**src/rtl/apb_regfile_slave.sv**
```systemverilog
// -----------------------------------------------------------------------------
// apb_regfile_slave
//
// APB slave holding a bank of NUM_REGS word-wide registers. Writes honour byte
// strobes, every access phase is stretched by WAIT_STATES PREADY-low cycles,
// and accesses to unmapped/misaligned addresses or writes to read-only
// registers complete with PSLVERR. Read-only registers (RO_MASK) return and
// expose the matching slice of ro_i instead of stored state.
//
// Ports
//   clk      in   clock, everything on the rising edge
//   rst      in   synchronous reset, active-high
//   PADDR    in   APB byte address
//   PWRITE   in   1 = write, 0 = read
//   PSEL     in   slave select
//   PENABLE  in   access phase qualifier
//   PWDATA   in   write data
//   PSTRB    in   byte write strobes
//   PRDATA   out  read data, non-zero only in the completion cycle of a good read
//   PREADY   out  transfer complete
//   PSLVERR  out  transfer error, only in the completion cycle
//   regs_o   out  register view, reg i at [i*DATA_W +: DATA_W]
//   ro_i     in   status words returned for read-only registers
// -----------------------------------------------------------------------------
module apb_regfile_slave #(
    parameter int unsigned        ADDR_W      = 32,
    parameter int unsigned        DATA_W      = 32,
    parameter int unsigned        NUM_REGS    = 8,
    parameter logic [ADDR_W-1:0]  BASE_ADDR   = '0,
    parameter int unsigned        WAIT_STATES = 0,
    parameter logic [NUM_REGS-1:0] RO_MASK    = '0,
    parameter logic [DATA_W-1:0]  RESET_VAL   = '0
) (
    input  logic                         clk,
    input  logic                         rst,
    input  logic [ADDR_W-1:0]            PADDR,
    input  logic                         PWRITE,
    input  logic                         PSEL,
    input  logic                         PENABLE,
    input  logic [DATA_W-1:0]            PWDATA,
    input  logic [DATA_W/8-1:0]          PSTRB,
    output logic [DATA_W-1:0]            PRDATA,
    output logic                         PREADY,
    output logic                         PSLVERR,
    output logic [NUM_REGS*DATA_W-1:0]   regs_o,
    input  logic [NUM_REGS*DATA_W-1:0]   ro_i
);

    localparam int unsigned NumBytes  = DATA_W / 8;
    localparam int unsigned ByteShift = (NumBytes > 1) ? $clog2(NumBytes) : 0;
    localparam int unsigned IdxW      = (NUM_REGS > 1) ? $clog2(NUM_REGS) : 1;

    // Size of the mapped window in bytes and the mask of sub-word address bits.
    localparam logic [ADDR_W-1:0] Span      = ADDR_W'(NUM_REGS * NumBytes);
    localparam logic [ADDR_W-1:0] AlignMask = ADDR_W'(NumBytes - 1);

    // Counter is 4 bits wide; WAIT_STATES is limited to 0..15.
    localparam logic [3:0] WaitLoad = 4'(WAIT_STATES);

    typedef enum logic [0:0] {
        StIdle,
        StAccess
    } state_e;

    // ------------------------------------------------------------------------
    // State
    // ------------------------------------------------------------------------
    state_e                             state_q, state_d;
    logic [3:0]                         cnt_q, cnt_d;
    logic [IdxW-1:0]                    idx_q, idx_d;
    logic                               valid_q, valid_d;
    logic                               ro_q, ro_d;
    logic                               write_q, write_d;
    logic [NUM_REGS-1:0][DATA_W-1:0]    regs_q, regs_d;

    // Status inputs viewed as an array of words.
    logic [NUM_REGS-1:0][DATA_W-1:0]    ro_w;
    assign ro_w = ro_i;

    // ------------------------------------------------------------------------
    // Address decode (used only at setup; result latched for the access phase)
    // ------------------------------------------------------------------------
    logic [ADDR_W-1:0] dec_off;
    logic              dec_valid;
    logic [IdxW-1:0]   dec_idx;
    logic              dec_ro;

    always_comb begin
        dec_off   = PADDR - BASE_ADDR;
        // The >= check rejects addresses below the base, whose offset wraps.
        dec_valid = (PADDR >= BASE_ADDR) && (dec_off < Span) &&
                    ((dec_off & AlignMask) == '0);
        dec_idx   = IdxW'(dec_off >> ByteShift);
        dec_ro    = dec_valid && RO_MASK[dec_idx];
    end

    // ------------------------------------------------------------------------
    // Transfer qualifiers
    // ------------------------------------------------------------------------
    logic pready_w;
    logic complete;
    logic err;
    logic commit;
    logic rd_hit;

    always_comb begin
        pready_w = (state_q == StAccess) && (cnt_q == 4'd0);
        complete = pready_w && PSEL && PENABLE;
        err      = complete && (!valid_q || (write_q && ro_q));
        commit   = complete && write_q && valid_q && !ro_q;
        rd_hit   = complete && !write_q && valid_q;
    end

    // ------------------------------------------------------------------------
    // FSM next state
    // ------------------------------------------------------------------------
    always_comb begin
        state_d = state_q;
        cnt_d   = cnt_q;
        idx_d   = idx_q;
        valid_d = valid_q;
        ro_d    = ro_q;
        write_d = write_q;

        unique case (state_q)
            StIdle: begin
                if (PSEL && !PENABLE) begin
                    state_d = StAccess;
                    cnt_d   = WaitLoad;
                    idx_d   = dec_idx;
                    valid_d = dec_valid;
                    ro_d    = dec_ro;
                    write_d = PWRITE;
                end
            end
            StAccess: begin
                if (!PSEL) begin
                    // Master abandoned the transfer: nothing is committed.
                    state_d = StIdle;
                end else if (cnt_q != 4'd0) begin
                    cnt_d = cnt_q - 4'd1;
                end else if (PENABLE) begin
                    state_d = StIdle;
                end
            end
            default: begin
                state_d = StIdle;
            end
        endcase
    end

    // ------------------------------------------------------------------------
    // Register bank next state: byte-strobed write on commit only
    // ------------------------------------------------------------------------
    always_comb begin
        regs_d = regs_q;
        if (commit) begin
            for (int b = 0; b < int'(NumBytes); b++) begin
                if (PSTRB[b]) begin
                    regs_d[idx_q][b*8 +: 8] = PWDATA[b*8 +: 8];
                end
            end
        end
    end

    // ------------------------------------------------------------------------
    // Sequential state
    // ------------------------------------------------------------------------
    always_ff @(posedge clk) begin
        if (rst) begin
            state_q <= StIdle;
            cnt_q   <= 4'd0;
            idx_q   <= '0;
            valid_q <= 1'b0;
            ro_q    <= 1'b0;
            write_q <= 1'b0;
            for (int i = 0; i < int'(NUM_REGS); i++) begin
                regs_q[i] <= RESET_VAL;
            end
        end else begin
            state_q <= state_d;
            cnt_q   <= cnt_d;
            idx_q   <= idx_d;
            valid_q <= valid_d;
            ro_q    <= ro_d;
            write_q <= write_d;
            regs_q  <= regs_d;
        end
    end

    // ------------------------------------------------------------------------
    // APB outputs
    // ------------------------------------------------------------------------
    always_comb begin
        PREADY  = pready_w;
        PSLVERR = err;
        PRDATA  = '0;
        if (rd_hit) begin
            PRDATA = ro_q ? ro_w[idx_q] : regs_q[idx_q];
        end
    end

    // ------------------------------------------------------------------------
    // Register view: RO slots show live status, RW slots show stored state
    // ------------------------------------------------------------------------
    for (genvar i = 0; i < int'(NUM_REGS); i++) begin : g_view
        if (RO_MASK[i]) begin : g_ro
            assign regs_o[i*DATA_W +: DATA_W] = ro_w[i];
        end else begin : g_rw
            assign regs_o[i*DATA_W +: DATA_W] = regs_q[i];
        end
    end

endmodule
```
**config.mk**
```make
export PLATFORM = sky130hd
export DESIGN_NAME = apb_regfile_slave
export DESIGN_NICKNAME = d
export VERILOG_FILES = /design/src/rtl/apb_regfile_slave.sv
export SDC_FILE = /design/constraint.sdc
export NUM_CORES = 1
export LEC_CHECK = 0
export BUFFER_PORTS_ARGS = -buffer_cell sky130_fd_sc_hd__buf_2
export CAP_MARGIN = 25
export CORE_AREA = 3 3 237 239
export CTS_BUF_LIST = sky130_fd_sc_hd__clkbuf_4
export CTS_CLUSTER_DIAMETER = 50
export DETAILED_ROUTE_END_ITERATION = 12
export DIE_AREA = 0 0 240 242
export HOLD_SLACK_MARGIN = 0.08
export PLACE_DENSITY = 0.5
export SYNTH_ARGS = -nofsm -noshare
export SYNTH_HDL_FRONTEND = slang
export SYNTH_SLANG_ARGS = --single-unit
```
**constraint.sdc**
```tcl
create_clock -name clk -period 6.58 [get_ports clk]
set_input_delay 1.316 -clock clk [delete_from_list [all_inputs] [get_ports clk]]
set_output_delay 1.316 -clock clk [all_outputs]
set_load 0.05 [all_outputs]
```
==> results of run 1 <==
final timing paths:
kind | to | slack (ns)
setup / recovery | PRDATA[20] | 1.43
hold / removal | cnt_q[1]$_SDFFE_PP0P_ | 0.45
hold reg to reg | cnt_q[1]$_SDFFE_PP0P_ | 0.45
setup reg to reg | regs_o[25]$_SDFFE_PP0P_ | 3.54
sequential cells by signal (all words and copies together) (netlist names):
| name | count |
|---|---|
| cnt_q | 4 |
| idx_q | 3 |
| regs_o | 256 |
| state_q | 1 |
| valid_q | 1 |
| write_q | 1 |
metal layers:
layer / share of wire (%) / up-vias / global-route usage (%)
met2: 47 / 627 / 31.5
met5: 0 / - / 0
li1: - / 5867 / -
met1: 43 / 6037 / 24.9
met3: 7.6 / 106 / 4.90
met4: 2.8 / 0 / 6.36
cells in the mapped netlist, drive strengths merged (2+ instances only):
cell,count
dfxtp,266
nor3b,5
o22ai,93
or4,14
nand3,7
o221ai,31
nand2,516
mux2i,4
o21ai,3
buf,65
inv,7
nor3,4
nand4,20
or3b,4
a211oi,2
a21oi,258
nor2,6
clkbuf,67
and3,5
nand3b,3
or3,3
nor4,71
cell families (layout without fill, tap and decap cells):
family / count (synthesis) / in the layout / share of synthesized area [%]
other: 0 / 6 / 0
muxes: 4 / 4 / 0.335
xor gates and xnor gates: 1 / 1 / 0.0732
and+or+nand+nor: 662 / 662 / 29.8
AOI/OAI and AO/OA: 393 / 393 / 20.1
buffers and inverters: 139 / 513 / 5.08
DFF: 266 / 266 / 44.5
adders and majority gates: 1 / 1 / 0.105
worst min-delay path, cell delays in order (launching register included):
cell and delay (ns):
sky130_fd_sc_hd__dfxtp_1 0.31, sky130_fd_sc_hd__nand2_1 0.05, sky130_fd_sc_hd__a21oi_1 0.05
power groups by stage:
stage | combinational [mW] | clock, mW | sequential (mW)
after floorplan | 0.165 | 0 | 1.65
after global placement | 0.228 | 0 | 1.65
after detailed placement | 0.235 | 0 | 1.66
after CTS | 0.235 | 1.64 | 1.62
after global routing | 0.250 | 1.72 | 1.62
final | 0.234 | 1.57 | 1.62
stage by stage:
stage               setup slack (ns)  total power, mW
floorplan                       1.62             1.82
global placement                1.77             1.88
detailed placement              1.68             1.89
CTS                             1.26             3.49
global route                    1.21             3.59
finish                          1.43             3.42
cell type report:
class	instances	area [um2]	area share, %
well taps	696	871	5.71
clock buffers	112	841	5.51
clock inverters	11	98.8	0.648
flip-flops and latches	266	5330	34.9
diodes	6	15.0	0.0984
repair buffers	383	2030	13.3
multi-input cells	1061	6050	39.7
inverters	7	26.3	0.172
==> summary.md, run 1 <==
| Metric | Value |
|---|---|
| Commonest cells after routing, fill and taps aside | 516 x sky130_fd_sc_hd__nand2_1, 361 x sky130_fd_sc_hd__buf_2, 266 x sky130_fd_sc_hd__dfxtp_1 |
| Launch point of the worst path | idx_q[0]$_SDFFE_PP0P_ |
| Total power divided by cell area | 224 mW/mm2 |
| Synth Register Bits | 266 |
| Internal | 2.51 mW |
| Final slew viol count | 0 |
| Pin slew with the least headroom to its limit | 1.10 ns |
| Routed vias | 12600 |
| Largest net degree at the start of global routing | 138 |
| Iter 0 DRT Violations | 1051 |
| Last weighted congestion value of the routability-driven placer | 0.767 |
| Final setup violating endpoints | 0 |
| Commonest non-fill, non-tap cell in the layout | sky130_fd_sc_hd__nand2_1 |
| Launch instance of the worst min-delay path | cnt_q[1]$_SDFFE_PP0P_ |
| Setup TNS after final layout | 0 ns |
| Mapped Avg Cell Area | 8.16 um2 |
| TritonCTS clock tree | yes |
| Area growth from synthesis to layout | 27.5% |
| Number of cells on the worst reg-to-reg path | 5 |
| Number of nets with antenna violations after routing | 0 |
| Cell type with the largest total area after synthesis | sky130_fd_sc_hd__dfxtp_1 |
| Sum of routed wire length over all layers | 57900 um |
| Number of setup buffers added after CTS | 0 |
| Setup crit end kind | output port |
| Vias per Instance | 4.97 |
| CTS root buffer | sky130_fd_sc_hd__clkbuf_4 |
| Global-route usage over all layers | 19.3% |
| Number of different library cells in the post-synthesis netlist | 45 |
| Count of mapped cells out of synthesis | 1466 |
| Initial Util | 22.2% |
| Global-route wire length before repair | 83100 um |
| Y dimension of the die | 242 um |
| Share of layout cells above drive strength 1 | 32.9% |
| Most area-consuming cells after synthesis | sky130_fd_sc_hd__dfxtp_1 44%, sky130_fd_sc_hd__nand2_1 16%, sky130_fd_sc_hd__a21oi_1 11% |
| Die boundary width | 240 um |
| CORE AREA | 0.0540 mm2 |
| Arrival time of data at the critical path endpoint | 3.84 ns |
| Share of async-settable or async-resettable flops after synthesis | 0% |
| # nets final | 2126 |
| Switching pwr | 0.911 mW |
| Final design area excluding fillers | 0.0153 mm2 |
| Post-Layout Cell Count | 2542 |
| Number of nets produced by synthesis | 1796 |
| Number of clock sinks | 266 |
| CTS H-tree lvls | 3 |
| Worst-path clk slew | 0.06 ns |
| Number of buffers inserted by hold repair at cts | 0 |
| Number of enable flip-flop cells after synthesis | 0 |
| Util after Layout | 28.2% |
| Switching part of the total | 26.6% |
| Maximum buffer depth of the clock tree | 3 |
| Post-detailed-placement cell area | 0.0143 mm2 |
| Standby leakage power | 5.78 nW |
| Row Count | 85 |
| Sequential fraction of design power | 47.3% |
| Portion of synthesized cell area occupied by the leading cell type | 44.5% |
| Worst max-slew margin expressed relative to the limit | 26.9% |
| Grt ovf | 0 |
| Fill cell instance count of the final layout | 5838 |
| Sequential-to-total area share from yosys stat | 44.5% |
| Type of the tightest min-delay check | reg -> reg |
| Worst clock skew | 0.0372 ns |
| Startpoint of the worst register-to-register path | idx_q[0]$_SDFFE_PP0P_ |
| Count of port buffers added during placement | 362 |
| Via count of the first global-routing pass | 12200 |
| RSZ-0062 raised after global routing | no |
| Detailed-router iteration count before antenna repair | 5 |
| Tmin final | 5.15 ns |
| Final hold violations | 0 |
| Crit Path Category | reg -> out |
| Worst-skew pair later-pin latency | 0.78 ns |
| Final worst-path cycle share | 78.3% |
| Cts bufs inserted | 77 |
| Maximum VDD drop | 0.0798 mV |
| Yosys warns | 0 |
| Logic pwr share | 6.8% |
| Max stage delay on crit path | 0.86 ns |
| Number of antenna violations at the first check in global routing | 6 |
| Power share of the clock group | 45.9% |
| I/O Pins | 619 |
| Die area | 0.0581 mm2 |
| Outcome | finished, final reports clean |
| Placed Instances | 2412 |
| Detailed-route DRC error count | 0 |
| Worst hold slack across all endpoints | 0.453 ns |
| Maximum fanout count along the critical path | 21 |
| Standard cell with the maximum stage delay on the critical path | sky130_fd_sc_hd__or3_2 |
| Kind of start point of the critical path | flip-flop |
| Most instantiated flip-flop cell in the synthesis netlist | sky130_fd_sc_hd__dfxtp_1 |
| Wire length per cell | 22.8 um |
| Max Freq | 194 MHz |
| Max capacitance violation total | 0 |
| Cells on Worst Hold Path | 2 |
| Number of logic stages on the critical path including buffering | 5 |
| DPL Wire Length | 38400 um |
| Req. time, crit path | 5.26 ns |
| Post-CTS resize count | 0 |
| Critical path's top delay family | simple AND/OR/NAND/NOR gates |
| Synthesized cell area | 0.0120 mm2 |
| Ordered cell list for the critical path | or3_2, buf_4, o221ai_1, nor4_1, buf_2 |
| Number of buffer and inverter instances along the worst setup path | 2 |
(Power assumes the default switching activity.)
==> run 2, diff against run 1 <==
clock period = 5.25 ns   (was 6.58 ns; I/O delays follow)
==> run 2 against run 1 <==
  * Critical path type unchanged
  * Register-to-register slack worse by 1.3 ns
  * Clock power up 27%
  * Cell count up 0.20%
  * Die area unchanged
  * First-iteration DRC count down 4.9%
  * Combinational power up 25%
  * Utilization up 0.058 points
  * Critical endpoint unchanged
  * Hold slack worse by 0.0031 ns
==> summary.md, run 2 (same netlist as run 1, synthesis figures left out) <==
| Metric | Value |
|---|---|
| CORE AREA | 0.0540 mm2 |
| Max Freq | 214 MHz |
| Initial Util | 22.2% |
| Flop2flop setup slack | 2.23 ns |
| Crit Path Category | reg -> out |
| # nets final | 2129 |
| Detailed-route DRC error count | 0 |
| Arrival time of data at the critical path endpoint | 3.61 ns |
| Routed vias | 12600 |
| Die area | 0.0581 mm2 |
| Post-CTS resize count | 0 |
| Flip-flop count of the largest register after layout | 256 |
| Tmin final | 4.66 ns |
| Sum of routed wire length over all layers | 57200 um |
| Global-route wire length before repair | 81300 um |
| Pwr Total | 4.33 mW |
| Outcome | finished, final reports clean |
| Die boundary width | 240 um |
| Number of antenna violations at the first check in global routing | 3 |
| Vias per Instance | 4.93 |
| Number of clock sinks | 266 |
| Grt ovf | 0 |
| Iter 0 DRT Violations | 999 |
| RSZ-0062 raised after global routing | no |
| Storage element area | 0.00533 mm2 |
| TritonCTS clock tree | yes |
| Worst max-slew margin expressed relative to the limit | 32.0% |
| Number of setup buffers added after CTS | 0 |
| Detailed-router iteration count before antenna repair | 7 |
| Kind of start point of the critical path | flip-flop |
| Last weighted congestion value of the routability-driven placer | 0.779 |
| Total power divided by cell area | 283 mW/mm2 |
| Req. time, crit path | 4.20 ns |
| Max capacitance violation total | 0 |
| Final slew viol count | 0 |
| Worst clock skew | 0.0437 ns |
| Standby leakage power | 5.79 nW |
| Count of port buffers added during placement | 362 |
| Largest net degree at the start of global routing | 125 |
| Area growth from synthesis to layout | 27.7% |
| Commonest cells after routing, fill and taps aside | 516 x sky130_fd_sc_hd__nand2_1, 361 x sky130_fd_sc_hd__buf_2, 266 x sky130_fd_sc_hd__dfxtp_1 |
| Global-route usage over all layers | 19.0% |
| Maximum fanout count along the critical path | 32 |
| Final worst-path cycle share | 88.8% |
| Y dimension of the die | 242 um |
| Number of buffers inserted by hold repair at cts | 0 |
| Worst-skew pair later-pin latency | 0.74 ns |
| Fill cell instance count of the final layout | 5839 |
| CTS H-tree lvls | 3 |
| Maximum VDD drop | 0.129 mV |
| Number of nets with antenna violations after routing | 0 |
| Pin slew with the least headroom to its limit | 1.02 ns |
| Commonest non-fill, non-tap cell in the layout | sky130_fd_sc_hd__nand2_1 |
| Cts bufs inserted | 79 |
| Final setup violating endpoints | 0 |
| I/O Pins | 619 |
| Setup crit end kind | output port |
| Share of layout cells above drive strength 1 | 32.8% |
| CTS root buffer | sky130_fd_sc_hd__clkbuf_4 |
| Via count of the first global-routing pass | 11900 |
| DPL Wire Length | 38500 um |
| Setup TNS after final layout | 0 ns |
| Multi-input logic area | 0.00605 mm2 |
| Type of the tightest min-delay check | reg -> reg |
| Worst-path clk slew | 0.07 ns |
| Wire length per cell | 22.5 um |
| Row Count | 85 |
| Final hold violations | 0 |
| Maximum buffer depth of the clock tree | 3 |
-- run 2: changes by cell type in the layout (fill, tap and decap cells not counted), sizes merged --
cell    previous run  this run
clkinv             7        16
diode              6         2
inv                9         7
buf              382       383
clkbuf           113       114
-- run 2: cell type report --
cell class / count / area share (%)
Multi-Input combinational cell: 1061 / 39.6
Sequential cell: 266 / 34.8
Timing Repair Buffer: 384 / 13.3
Tap cell: 696 / 5.70
Clock buffer: 113 / 5.55
Clock inverter: 18 / 0.868
Inverter: 7 / 0.172
Antenna cell: 2 / 0.0327
-- run 2: final timing paths --
kind | from | endpoint | depth (start not counted)
worst max-delay path | cnt_q[0]$_SDFFE_PP0P_ | PRDATA[20] | 8
worst min-delay path | cnt_q[1]$_SDFFE_PP0P_ | cnt_q[1]$_SDFFE_PP0P_ | 2
worst max register to register | idx_q[2]$_SDFFE_PP0P_ | regs_o[135]$_SDFFE_PP0P_ | 5
worst min register to register | cnt_q[1]$_SDFFE_PP0P_ | cnt_q[1]$_SDFFE_PP0P_ | 2
-- run 2: per-layer routing --
layer / routed length, um / up-vias / track usage [%]
met2: 26600 / 574 / 30.8
met4: 1670 / 2 / 7.18
li1: - / 5861 / -
met5: 13 / - / 0
met3: 4330 / 101 / 4.64
met1: 24600 / 6015 / 24.4
-- run 2: per-stage QoR --
stage	instances	instance area, um2	setup WS [ns]	util (%)	hold WS [ns]
floorplan	1466	12000	0.822	-	0.432
global placement	2413	14300	0.955	26.4	0.444
detailed placement	2413	14300	0.929	26.4	0.447
CTS	2544	15300	0.352	28.3	0.390
global route	2546	15300	0.275	28.3	0.472
finish	2547	15300	0.587	28.3	0.450
-- run 2: critical path: stages, from the launching register on --
cell and delay, ns:
sky130_fd_sc_hd__dfxtp_1 0.30, sky130_fd_sc_hd__inv_1 0.09, sky130_fd_sc_hd__ha_1 0.19, sky130_fd_sc_hd__or3b_4 0.56, sky130_fd_sc_hd__nor4_4 0.31, sky130_fd_sc_hd__buf_12 0.33
sky130_fd_sc_hd__o221ai_1 0.18, sky130_fd_sc_hd__nor4_1 0.51, sky130_fd_sc_hd__buf_2 0.36
-- run 2: report_power, final --
part | internal (mW) | switching [mW]
clock | 1.08 | 0.925
sequential | 2.02 | 0.00833
combinational | 0.0688 | 0.224
==> run 3, diff against run 2 <==
PLACE_DENSITY = 0.51   (was 0.5)
clock period = 3.85 ns   (was 5.25 ns; I/O delays follow)
==> run 3 against run 2 <==
  * Largest power group unchanged
  * First-iteration DRC count rose by 8.5%
  * Total power rose by 37%
  * Critical endpoint is now PRDATA[30]
  * Non-clock buffer count rose by 40
  * Combinational power rose by 49%
  * Hold slack got worse by 0.19 ns
==> summary.md, run 3 (same netlist as run 1, synthesis figures left out) <==
| Metric | Value |
|---|---|
| Area growth from synthesis to layout | 32.8% |
| Max Freq | 265 MHz |
| I/O Pins | 619 |
| Initial Util | 22.2% |
| Detailed-route DRC error count | 0 |
| TritonCTS clock tree | yes |
| Switching pwr | 1.57 mW |
| Worst-skew pair later-pin latency | 0.77 ns |
| Worst clock skew | 0.0508 ns |
| Outcome | finished, final reports clean |
| Commonest non-fill, non-tap cell in the layout | sky130_fd_sc_hd__nand2_1 |
| Routed length on met3 | 4930 um |
| Final setup violating endpoints | 0 |
| Y dimension of the die | 242 um |
| Total power divided by cell area | 372 mW/mm2 |
| Worst max-slew margin expressed relative to the limit | 30.2% |
| Largest net degree at the start of global routing | 126 |
| Global-route usage over all layers | 19.7% |
| Switching part of the total | 26.6% |
| Commonest cells after routing, fill and taps aside | 516 x sky130_fd_sc_hd__nand2_1, 330 x sky130_fd_sc_hd__buf_2, 263 x sky130_fd_sc_hd__dfxtp_1 |
| Internal | 4.34 mW |
| Routed vias | 13000 |
| Wire length per cell | 23.0 um |
| Highest routing layer actually used | met5 |
| Last weighted congestion value of the routability-driven placer | 0.781 |
| Type of the tightest min-delay check | in -> reg |
| Final worst-path cycle share | 98.2% |
| Detailed-router iteration count before antenna repair | 5 |
| Req. time, crit path | 3.08 ns |
| Worst hold slack across all endpoints | 0.255 ns |
| Number of clock sinks | 266 |
| Number of antenna violations at the first check in global routing | 3 |
| Maximum buffer depth of the clock tree | 3 |
| Grt ovf | 0 |
| Worst-path clk slew | 0.06 ns |
| Flip-flop count of the largest register after layout | 256 |
| Max capacitance violation total | 0 |
| Wire length on met2 | 27800 um |
| Number of nets with antenna violations after routing | 0 |
| Share of layout cells above drive strength 1 | 34.7% |
| Setup crit end kind | output port |
| Number of cells on the worst reg-to-reg path | 8 |
| Tmin final | 3.78 ns |
| Final hold violations | 0 |
| Startpoint of the worst register-to-register path | cnt_q[1]$_SDFFE_PP0P_ |
| Maximum VDD drop | 0.138 mV |
| M1 wire length | 25100 um |
| Kind of start point of the critical path | flip-flop |
| Fill cell instance count of the final layout | 5749 |
| CTS H-tree lvls | 3 |
| Maximum fanout count along the critical path | 8 |
| Setup TNS after final layout | 0 ns |
| Critical Path End | PRDATA[30] |
| Power share of the clock group | 45.7% |
| Standby leakage power | 6.04 nW |
| Cells on Worst Hold Path | 2 |
| Sum of routed wire length over all layers | 59500 um |
| CTS root buffer | sky130_fd_sc_hd__clkbuf_4 |
| # nets final | 2167 |
| Row Count | 85 |
| Cts bufs inserted | 76 |
| Arrival time of data at the critical path endpoint | 3.01 ns |
| Die boundary width | 240 um |
| Count of port buffers added during placement | 362 |
| DPL Wire Length | 38800 um |
| Die area | 0.0581 mm2 |
| Global-route wire length before repair | 84100 um |
| Iter 0 DRT Violations | 1084 |
| Endpoint of the most critical register-to-register path | regs_o[171]$_SDFFE_PP0P_ |
| CORE AREA | 0.0540 mm2 |
| Logic pwr share | 7.4% |
| Crit Path Category | reg -> out |
| Flop2flop setup slack | 0.89 ns |
| Sequential fraction of design power | 46.9% |
| Launch point of the worst path | cnt_q[1]$_SDFFE_PP0P_ |
| Pin slew with the least headroom to its limit | 1.05 ns |
| Via count of the first global-routing pass | 12200 |
| Final slew viol count | 0 |
| RSZ-0062 raised after global routing | yes |
| Vias per Instance | 5.01 |
| Number of buffers inserted by hold repair at cts | 0 |
run 3: cell types whose count changed in the layout (fill, tap and decap cells not counted), moves of 3 or more:
cell and delta:
sky130_fd_sc_hd__buf_12 +6, sky130_fd_sc_hd__buf_2 -31, sky130_fd_sc_hd__buf_4 +56, sky130_fd_sc_hd__buf_6 +6
sky130_fd_sc_hd__clkinv_1 -4, sky130_fd_sc_hd__dfxtp_1 -3, sky130_fd_sc_hd__dfxtp_2 +3, sky130_fd_sc_hd__diode_2 +6
sky130_fd_sc_hd__inv_2 +4, sky130_fd_sc_hd__nor4_4 +3
run 3: routing by layer:
metal  global-route usage, %  up-vias
met3                    5.23      107
met4                    6.68        2
met2                    31.7      667
met1                    25.4     6240
met5                       0        -
li1                        -     5959
run 3: worst max-delay path, stage by stage, from the launching register on:
cell	delay [ns]
sky130_fd_sc_hd__dfxtp_2	0.32
sky130_fd_sc_hd__inv_2	0.07
sky130_fd_sc_hd__ha_4	0.14
sky130_fd_sc_hd__or3b_4	0.39
sky130_fd_sc_hd__nor4_4	0.23
sky130_fd_sc_hd__buf_6	0.21
sky130_fd_sc_hd__buf_12	0.17
sky130_fd_sc_hd__buf_12	0.12
sky130_fd_sc_hd__o221ai_2	0.08
sky130_fd_sc_hd__nor4_2	0.23
sky130_fd_sc_hd__buf_4	0.26
run 3: worst min path at each step:
stage                                        start                       end  slack [ns]
after floorplan              cnt_q[1]$_SDFFE_PP0P_     cnt_q[1]$_SDFFE_PP0P_        0.43
after global routing                       PENABLE        state_q$_SDFF_PP0_        0.16
after global placement       cnt_q[1]$_SDFFE_PP0P_     cnt_q[1]$_SDFFE_PP0P_        0.45
final                                      PENABLE        state_q$_SDFF_PP0_        0.25
after detailed placement  regs_o[170]$_SDFFE_PP0P_  regs_o[170]$_SDFFE_PP0P_        0.46
after CTS                                  PENABLE        state_q$_SDFF_PP0_        0.11
run 3: power by group through the flow:
stage	clock network, mW	logic, mW	registers (mW)
6_report	2.70	0.436	2.77
4_1_cts	2.79	0.430	2.77
3_5_place_dp	0	0.422	2.83
2_1_floorplan	0	0.282	2.82
5_1_grt	2.95	0.460	2.77
3_3_place_gp	0	0.416	2.83
run 3: stage by stage:
| stage | worst slack, ns | total power, mW | instance area, um2 | instances | util [%] |
|---|---|---|---|---|---|
| 2_1_floorplan | 0.331 | 3.10 | 12000 | 1466 | - |
| 3_3_place_gp | 0.648 | 3.24 | 14500 | 2439 | 26.9 |
| 3_5_place_dp | 0.604 | 3.25 | 14500 | 2439 | 26.9 |
| 4_1_cts | -0.0416 | 5.99 | 15700 | 2573 | 29.1 |
| 5_1_grt | -0.0883 | 6.18 | 15900 | 2587 | 29.4 |
| 6_report | 0.0701 | 5.91 | 15900 | 2590 | 29.4 |
run 3: cell type report:
type	count	area [um2]	area share [%]
multi-input cells	1062	6130	38.6
repair buffers	424	2560	16.1
clock buffers	114	856	5.38
flip-flops and latches	266	5330	33.5
inverters	7	26.3	0.165
well taps	696	871	5.48
diodes	8	20.0	0.126
clock inverters	13	103	0.645
run 3: timing repair:
item                                    4_1_cts  5_1_grt
resized for setup                            41       12
setup buffers                                 4        8
endpoints found under the setup margin       31       27
cloned                                        3        1
endpoints found under the hold margin         0        0
pin swaps                                    16       20
